--- config.mk ---
export PLATFORM = sky130hd
export DESIGN_NAME = spi_subnode_ctrl_flat
export DESIGN_NICKNAME = d
export VERILOG_FILES = /design/src/rtl/spi_subnode_pkg.sv /design/src/rtl/spi_subnode_ctrl_if.sv /design/src/rtl/spi_piso_shift.sv /design/src/rtl/spi_subnode_ctrl.sv /design/src/flat_wrapper.sv
export SDC_FILE = /design/constraint.sdc
export NUM_CORES = 1
export LEC_CHECK = 0
export ABC_CLOCK_PERIOD_IN_PS = 33200
export BUFFER_PORTS_ARGS = -buffer_cell sky130_fd_sc_hd__buf_2
export CAP_MARGIN = 25
export CORE_AREA = 2 2 202 204
export DETAILED_ROUTE_END_ITERATION = 10
export DIE_AREA = 0 0 204 206
export GPL_TIMING_DRIVEN = 0
export HOLD_SLACK_MARGIN = 0.05
export PLACE_DENSITY = 0.91
export SYNTH_ARGS = -nofsm -noshare
export SYNTH_HDL_FRONTEND = slang
export SYNTH_SLANG_ARGS = --single-unit
--- constraint.sdc ---
create_clock -name in_clk -period 33.2 [get_ports in_clk]
set_clock_uncertainty 0.1 [all_clocks]
set_input_delay 3.32 -clock in_clk [delete_from_list [all_inputs] [get_ports in_clk]]
set_output_delay 3.32 -clock in_clk [all_outputs]
set_load 0.05 [all_outputs]
--- src/rtl/spi_subnode_pkg.sv ---
// Shared types and width helpers for the serial subnode controller.
package spi_subnode_pkg;

  // Frame sequencing states of the subnode controller.
  typedef enum logic [2:0] {
    ST_IDLE,
    ST_HDR,
    ST_MSG,
    ST_KEY,
    ST_START,
    ST_WAIT,
    ST_SHIFT,
    ST_HOLD
  } state_e;

  // Key-mode header encodings.
  typedef enum logic [1:0] {
    KM_128 = 2'b00,
    KM_192 = 2'b01,
    KM_256 = 2'b10,
    KM_BAD = 2'b11
  } key_mode_e;

  // Message block width in bits for a block of nb 32-bit words.
  function automatic int msg_width(input int nb);
    return 32 * nb;
  endfunction

  // Key register width in bits for at most max_nk 32-bit words.
  function automatic int key_width(input int max_nk);
    return 32 * max_nk;
  endfunction

  // Bit counter width: must be able to hold a full key length.
  function automatic int cnt_width(input int max_nk);
    return $clog2(32 * max_nk + 1);
  endfunction

  // Key length in bits selected by a header mode; 0 marks the illegal code.
  function automatic int key_bits(input logic [1:0] mode);
    case (mode)
      KM_128:  return 128;
      KM_192:  return 192;
      KM_256:  return 256;
      default: return 0;
    endcase
  endfunction

endpackage

--- src/rtl/spi_subnode_ctrl_if.sv ---
// Serial link and core-side bundle of the subnode controller.
// master = link master plus encryption core, slave = the subnode itself.
interface spi_subnode_ctrl_if #(
  parameter int NB     = 4,
  parameter int MAX_NK = 8
);
  import spi_subnode_pkg::*;

  localparam int MSG_W = msg_width(NB);
  localparam int KEY_W = key_width(MAX_NK);

  // Serial link
  logic             cs;
  logic             sdi;
  logic             sdo;
  logic             sdo_oe;
  // Core side
  logic [MSG_W-1:0] to_enc_dec_msg;
  logic [KEY_W-1:0] to_enc_dec_key;
  logic [1:0]       key_mode;
  logic             enc_start;
  logic             enc_done;
  logic [MSG_W-1:0] from_enc_dec_msg;

  modport master (
    output cs, sdi, enc_done, from_enc_dec_msg,
    input  sdo, sdo_oe, to_enc_dec_msg, to_enc_dec_key, key_mode, enc_start
  );

  modport slave (
    input  cs, sdi, enc_done, from_enc_dec_msg,
    output sdo, sdo_oe, to_enc_dec_msg, to_enc_dec_key, key_mode, enc_start
  );

endinterface

--- src/rtl/spi_piso_shift.sv ---
// Parallel-load, MSB-first shift register feeding the serial output.
module spi_piso_shift #(
  parameter int W = 128
) (
  input  logic         clk,
  input  logic         rst,
  input  logic         load,
  input  logic         shift,
  input  logic [W-1:0] din,
  output logic         msb
);

  logic [W-1:0] sr;

  // Load has priority over shift; zeros enter from the LSB side.
  // NOTE: sequential state is written only with non-blocking assignments.
  always_ff @(posedge clk or posedge rst) begin
    if (rst)        sr <= '0;
    else if (load)  sr <= din;
    else if (shift) sr <= {sr[W-2:0], 1'b0};
  end

  assign msb = sr[W-1];

endmodule

--- src/rtl/spi_subnode_ctrl.sv ---
// Serial subnode: deserialises header/message/key within one cs frame,
// hands them to the crypto core, then serialises the core result on sdo.
// Assumes HDR_W >= 2 (the key mode is taken from the last two header bits).
module spi_subnode_ctrl
  import spi_subnode_pkg::*;
#(
  parameter int NB     = 4,
  parameter int MAX_NK = 8,
  parameter int HDR_W  = 2
) (
  input  logic                in_clk,
  input  logic                rst,
  spi_subnode_ctrl_if.slave   bus,
  output logic                busy,
  output logic                frame_err
);

  localparam int MSG_W = msg_width(NB);
  localparam int KEY_W = key_width(MAX_NK);
  localparam int CNT_W = cnt_width(MAX_NK);

  localparam logic [CNT_W-1:0] HDR_LAST = CNT_W'(HDR_W - 2);
  localparam logic [CNT_W-1:0] MSG_LAST = CNT_W'(MSG_W - 1);
  localparam logic [CNT_W-1:0] CNT_MAX  = '1;

  state_e           state, state_nxt;
  logic [CNT_W-1:0] cnt, cnt_nxt;
  logic [MSG_W-1:0] msg_q;
  logic [KEY_W-1:0] key_q;
  logic [1:0]       mode_q;
  logic [1:0]       mode_hdr;
  logic             mode_ok;
  logic [CNT_W-1:0] key_last;
  logic             hdr_shift, msg_shift, key_shift, key_clr;
  logic             set_err, clr_err;
  logic             piso_load, piso_shift, piso_msb;

  // Mode value as it will stand after the header bit currently on sdi.
  assign mode_hdr = {mode_q[0], bus.sdi};
  assign mode_ok  = (mode_hdr != KM_BAD) && (key_bits(mode_hdr) <= KEY_W);
  assign key_last = CNT_W'(key_bits(mode_q) - 1);

  // State and bit counter registers; the counter restarts on every state change.
  always_ff @(posedge in_clk or posedge rst) begin
    if (rst) begin
      state <= ST_IDLE;
      cnt   <= '0;
    end else begin
      state <= state_nxt;
      cnt   <= cnt_nxt;
    end
  end

  // Next-state decode plus the enables for the datapath registers.
  // NOTE: every signal gets a default first so no branch can infer a latch.
  always_comb begin
    state_nxt  = state;
    set_err    = 1'b0;
    clr_err    = 1'b0;
    hdr_shift  = 1'b0;
    msg_shift  = 1'b0;
    key_shift  = 1'b0;
    key_clr    = 1'b0;
    piso_load  = 1'b0;
    piso_shift = 1'b0;

    case (state)
      ST_IDLE: begin
        if (!bus.cs) begin
          hdr_shift = 1'b1;
          clr_err   = 1'b1;
          state_nxt = ST_HDR;
        end
      end
      ST_HDR: begin
        if (bus.cs) begin
          set_err   = 1'b1;
          state_nxt = ST_IDLE;
        end else begin
          hdr_shift = 1'b1;
          if (cnt == HDR_LAST) begin
            if (mode_ok) begin
              state_nxt = ST_MSG;
            end else begin
              set_err   = 1'b1;
              state_nxt = ST_HOLD;
            end
          end
        end
      end
      ST_MSG: begin
        if (bus.cs) begin
          set_err   = 1'b1;
          state_nxt = ST_IDLE;
        end else begin
          msg_shift = 1'b1;
          if (cnt == MSG_LAST) begin
            key_clr   = 1'b1;
            state_nxt = ST_KEY;
          end
        end
      end
      ST_KEY: begin
        if (bus.cs) begin
          set_err   = 1'b1;
          state_nxt = ST_IDLE;
        end else begin
          key_shift = 1'b1;
          if (cnt == key_last) state_nxt = ST_START;
        end
      end
      ST_START: begin
        if (bus.cs) begin
          set_err   = 1'b1;
          state_nxt = ST_IDLE;
        end else begin
          state_nxt = ST_WAIT;
        end
      end
      ST_WAIT: begin
        if (bus.cs) begin
          set_err   = 1'b1;
          state_nxt = ST_IDLE;
        end else if (bus.enc_done) begin
          piso_load = 1'b1;
          state_nxt = ST_SHIFT;
        end
      end
      ST_SHIFT: begin
        if (bus.cs) begin
          set_err   = 1'b1;
          state_nxt = ST_IDLE;
        end else begin
          piso_shift = 1'b1;
          if (cnt == MSG_LAST) state_nxt = ST_HOLD;
        end
      end
      ST_HOLD: begin
        if (bus.cs) state_nxt = ST_IDLE;
      end
      default: state_nxt = ST_IDLE;
    endcase

    cnt_nxt = cnt;
    if (state_nxt != state)  cnt_nxt = '0;
    else if (cnt != CNT_MAX) cnt_nxt = cnt + 1'b1;
  end

  // Deserialising shifts and the sticky error flag.
  always_ff @(posedge in_clk or posedge rst) begin
    if (rst) begin
      mode_q    <= '0;
      msg_q     <= '0;
      key_q     <= '0;
      frame_err <= 1'b0;
    end else begin
      if (clr_err)      frame_err <= 1'b0;
      else if (set_err) frame_err <= 1'b1;

      if (hdr_shift) mode_q <= mode_hdr;
      if (msg_shift) msg_q  <= {msg_q[MSG_W-2:0], bus.sdi};

      // Clearing on entry keeps the unused upper key bits at zero.
      if (key_clr)        key_q <= '0;
      else if (key_shift) key_q <= {key_q[KEY_W-2:0], bus.sdi};
    end
  end

  spi_piso_shift #(
    .W (MSG_W)
  ) u_piso (
    .clk   (in_clk),
    .rst   (rst),
    .load  (piso_load),
    .shift (piso_shift),
    .din   (bus.from_enc_dec_msg),
    .msb   (piso_msb)
  );

  // Status and handshake outputs decode straight from the state register.
  assign busy           = (state != ST_IDLE);
  assign bus.enc_start  = (state == ST_START);
  assign bus.sdo_oe     = (state == ST_SHIFT);
  assign bus.sdo        = bus.sdo_oe & piso_msb;
  assign bus.key_mode   = mode_q;
  assign bus.to_enc_dec_msg = msg_q;
  assign bus.to_enc_dec_key = key_q;

endmodule

--- src/flat_wrapper.sv ---
// flat-port wrapper written by rule: the top's interface ports become plain ports
module spi_subnode_ctrl_flat import spi_subnode_pkg::*;
#(
  parameter int NB     = 4,
  parameter int MAX_NK = 8,
  parameter int HDR_W  = 2
)
  (in_clk, rst, busy, frame_err, bus_cs, bus_sdi, bus_enc_done, bus_from_enc_dec_msg, bus_sdo, bus_sdo_oe, bus_to_enc_dec_msg, bus_to_enc_dec_key, bus_key_mode, bus_enc_start);
  spi_subnode_ctrl_if #(.NB(NB), .MAX_NK(MAX_NK)) bus_i ();
  input  logic in_clk;
  input  logic rst;
  output logic busy;
  output logic frame_err;
  input wire logic [$bits(bus_i.cs)-1:0] bus_cs;
  input wire logic [$bits(bus_i.sdi)-1:0] bus_sdi;
  input wire logic [$bits(bus_i.enc_done)-1:0] bus_enc_done;
  input wire logic [$bits(bus_i.from_enc_dec_msg)-1:0] bus_from_enc_dec_msg;
  output wire logic [$bits(bus_i.sdo)-1:0] bus_sdo;
  output wire logic [$bits(bus_i.sdo_oe)-1:0] bus_sdo_oe;
  output wire logic [$bits(bus_i.to_enc_dec_msg)-1:0] bus_to_enc_dec_msg;
  output wire logic [$bits(bus_i.to_enc_dec_key)-1:0] bus_to_enc_dec_key;
  output wire logic [$bits(bus_i.key_mode)-1:0] bus_key_mode;
  output wire logic [$bits(bus_i.enc_start)-1:0] bus_enc_start;
  assign bus_i.cs = bus_cs;
  assign bus_i.sdi = bus_sdi;
  assign bus_i.enc_done = bus_enc_done;
  assign bus_i.from_enc_dec_msg = bus_from_enc_dec_msg;
  assign bus_sdo = bus_i.sdo;
  assign bus_sdo_oe = bus_i.sdo_oe;
  assign bus_to_enc_dec_msg = bus_i.to_enc_dec_msg;
  assign bus_to_enc_dec_key = bus_i.to_enc_dec_key;
  assign bus_key_mode = bus_i.key_mode;
  assign bus_enc_start = bus_i.enc_start;
  spi_subnode_ctrl #(.NB(NB), .MAX_NK(MAX_NK), .HDR_W(HDR_W)) u_core (.in_clk(in_clk), .rst(rst), .bus(bus_i), .busy(busy), .frame_err(frame_err));
endmodule
==> out/results.tsv <==
metric	value	unit
Tcrit/Tclk final	17.3	%
cts hold-fix bufs	0	
CTS resizes	0	
worst hold margin	0.378	ns
Internal	1.12	mW
f_max	174	MHz
Sw Share	28.6	%
multi-input logic area	0.00720	mm²
Distinct cells, synth	47	
hold crit path type	reg2reg	
combinational power share	14.0	%
status	finished clean	
largest delay contributor family on the critical path	simple AND/OR/NAND/NOR gates	
Top Ports	524	
Wirelength per Cell	19.6	µm
Reg clk slew, reported paths	0.06	ns
placed insts	3107	
initial drt markers	1743	
commonest non-fill, non-tap cells in the layout	nand2_1, buf_2, dfrtp_1	
Final Non-Filler Cells	3205	
largest net degree at the start of global routing	136	
Avg Cell Area, Syn	10.3	µm²
initial antenna violation count	5	
max_slew headroom	49.3	%
WP data required	29.78	ns
Starting Density	52.5	%
HPWL after DPL	43.2	mm
Max Cap Viol	0	
CP Cell Sequence	buf_2 > inv_1 > nor3_1 > and2_1 > buf_2	
CTS H-tree depth	2	
Slowest-stage cell, CP	nor3_1	
#FFs+latches synth	527	
Die Area	0.0420	mm²
Metal-1 WL	22.5	mm
ratio of cells with drive above 1 in the final layout	32.1	%
synthesized area	0.0211	mm²
ys flop type	dfrtp_1	
grt total ovfl	0	
met3 routed WL	6.08	mm
Buffers on Ports	523	
worst IR drop on VDD	0.0506	mV
fillcell total	2792	
register area share after synthesis	62.5	%
CTS Buffer Depth	3	
crit end category	primary output	
Nets	2765	
Root Driver	clkbuf_16	
postcts setup bufs	0	
post-layout minimum cycle time	5.75	ns
PwrDens	59.9	mW/mm²
WS Path Type	reg2out	
vias	18048	
NetSw	0.449	mW
drc violations	0	
Cells after Synth	2048	
Final Power	1.57	mW
Die Ht	206	µm
crit path DAT	2.33	ns
overall routing resource usage	29.2	%
Pleak	14.2	nW
vias in the first global route	17962	
setup TNS	0	ns
slew of the pin with the lowest slew margin	0.750	ns
core area	0.0402	mm²
crit path buf inv count	3	
YS warnings	0	
FF/Latch Area	0.0132	mm²
cell mode on critical path	buf_2	
die width	204	µm
latest clock arrival within the worst-skew pair	0.59	ns
EDFF count, synth	0	
Clk network pwr share	38.3	%
Mapped Nets	2184	
Seq pwr share	47.7	%
Vias per Instance	5.63	
Critical Path Fanout Max	10	
RSZ-0062 raised after global routing	false	
Startpoint Class	flop	
Area Growth Syn to Fin	24.3	%
DR WL met2	31.1	mm
max-slew violations	0	
top sig layer	met5	
Rows	74	
final hold violations	0	
final setup vio count	0	
WL final	62.9	mm
commonest non-fill, non-tap cell in the layout	nand2_1	
cts bufs inserted	52	
antenna-violating nets left	0	
CTS tree	built	
clock sink count	527	
CP max stage delay	0.50	ns
ys async rst share	100	%
TritonRoute pass-1 iters	6	
Final GP Congestion	0.886	
first-pass GRT wire length	96.8	mm
[routing by layer]
layer,track usage [%],vias to the layer above
li1,-,8009
met1,33.6,8947
met2,49.3,861
met3,9.00,225
met4,15.0,6
met5,0,-
[flip-flops by register name, indices dropped and copies added, names as in the netlist]
signal and count:
u_core.bus.to_enc_dec_key 256, u_core.bus.to_enc_dec_msg 128, u_core.u_piso.sr 128, u_core.cnt 9, u_core.state 3, u_core.bus.key_mode 2
u_core.frame_err 1
[synth_stat cells, drive strengths merged, types with 3 or more instances]
cell / count / area share, %
nand2: 773 / 14
dfrtp: 527 / 62
a21oi: 257 / 6.1
mux2: 130 / 6.9
buf: 128 / 3.0
a22oi: 126 / 4.5
clkbuf: 19 / 0.34
nor3: 14 / 0.36
inv: 8 / 0.14
nand3: 7 / 0.17
nor2: 7 / 0.14
xor2: 5 / 0.21
ha: 3 / 0.18
mux2i: 3 / 0.14
nor4b: 3 / 0.15
xnor2: 3 / 0.12
[final cells by class]
class	instances	area share (%)
Tap cell	532	2.54
Buffer	147	2.67
Sequential cell	527	50.2
Inverter	8	0.143
Multi-Input combinational cell	1366	27.4
Clock buffer	81	5.83
Clock inverter	16	0.772
Timing Repair Buffer	527	10.4
Antenna cell	1	0.00953
[worst paths after layout]
path	start	to	slack, ns	depth (start not counted)
max in group asynchronous	rst	u_core.u_piso.sr[15]	28.83	4
min in group asynchronous	rst	u_core.bus.to_enc_dec_key[95]	2.65	2
worst max-delay path	u_core.state[2]	bus_sdo	27.45	5
worst min-delay path	u_core.u_piso.sr[91]	u_core.u_piso.sr[91]	0.38	2
worst max register to register	u_core.state[2]	u_core.bus.to_enc_dec_key[16]	30.78	6
worst min register to register	u_core.u_piso.sr[91]	u_core.u_piso.sr[91]	0.38	2
[power by group through the flow]
stage | Combinational, mW | Sequential (mW) | Clock, mW
2_1_floorplan | 0.126 | 0.780 | 0
3_3_place_gp | 0.205 | 0.755 | 0
3_5_place_dp | 0.218 | 0.758 | 0
4_1_cts | 0.221 | 0.749 | 0.610
5_1_grt | 0.242 | 0.757 | 0.636
6_report | 0.220 | 0.751 | 0.603
[worst min-delay path, delay by kind of cell (launching register included)]
family           cells  cell delay (ns)
AND/OR/NAND/NOR      2             0.11
flip-flops           1             0.34
[through the flow]
stage                     setup slack (ns)  util (%)  instance area [µm²]
after floorplan                      15.05         -                21100
after global placement               10.78      60.7                24400
after detailed placement             27.92      61.0                24500
after CTS                            27.38      65.3                26300
after global routing                 27.37      65.3                26300
final                                27.45      65.3                26300
[cell families (layout without fill, tap and decap cells)]
| family | after synthesis | in the layout | share of synthesized area [%] |
|---|---|---|---|
| flops | 527 | 527 | 62.5 |
| fa+ha+maj | 3 | 3 | 0.178 |
| compound gates | 400 | 400 | 11.3 |
| xor+xnor | 8 | 8 | 0.332 |
| mux | 133 | 133 | 7.08 |
| other cells | 0 | 1 | 0 |
| buf+inv | 155 | 779 | 3.46 |
| simple gates | 822 | 822 | 15.2 |
Power figures use the tool's default switching activity.
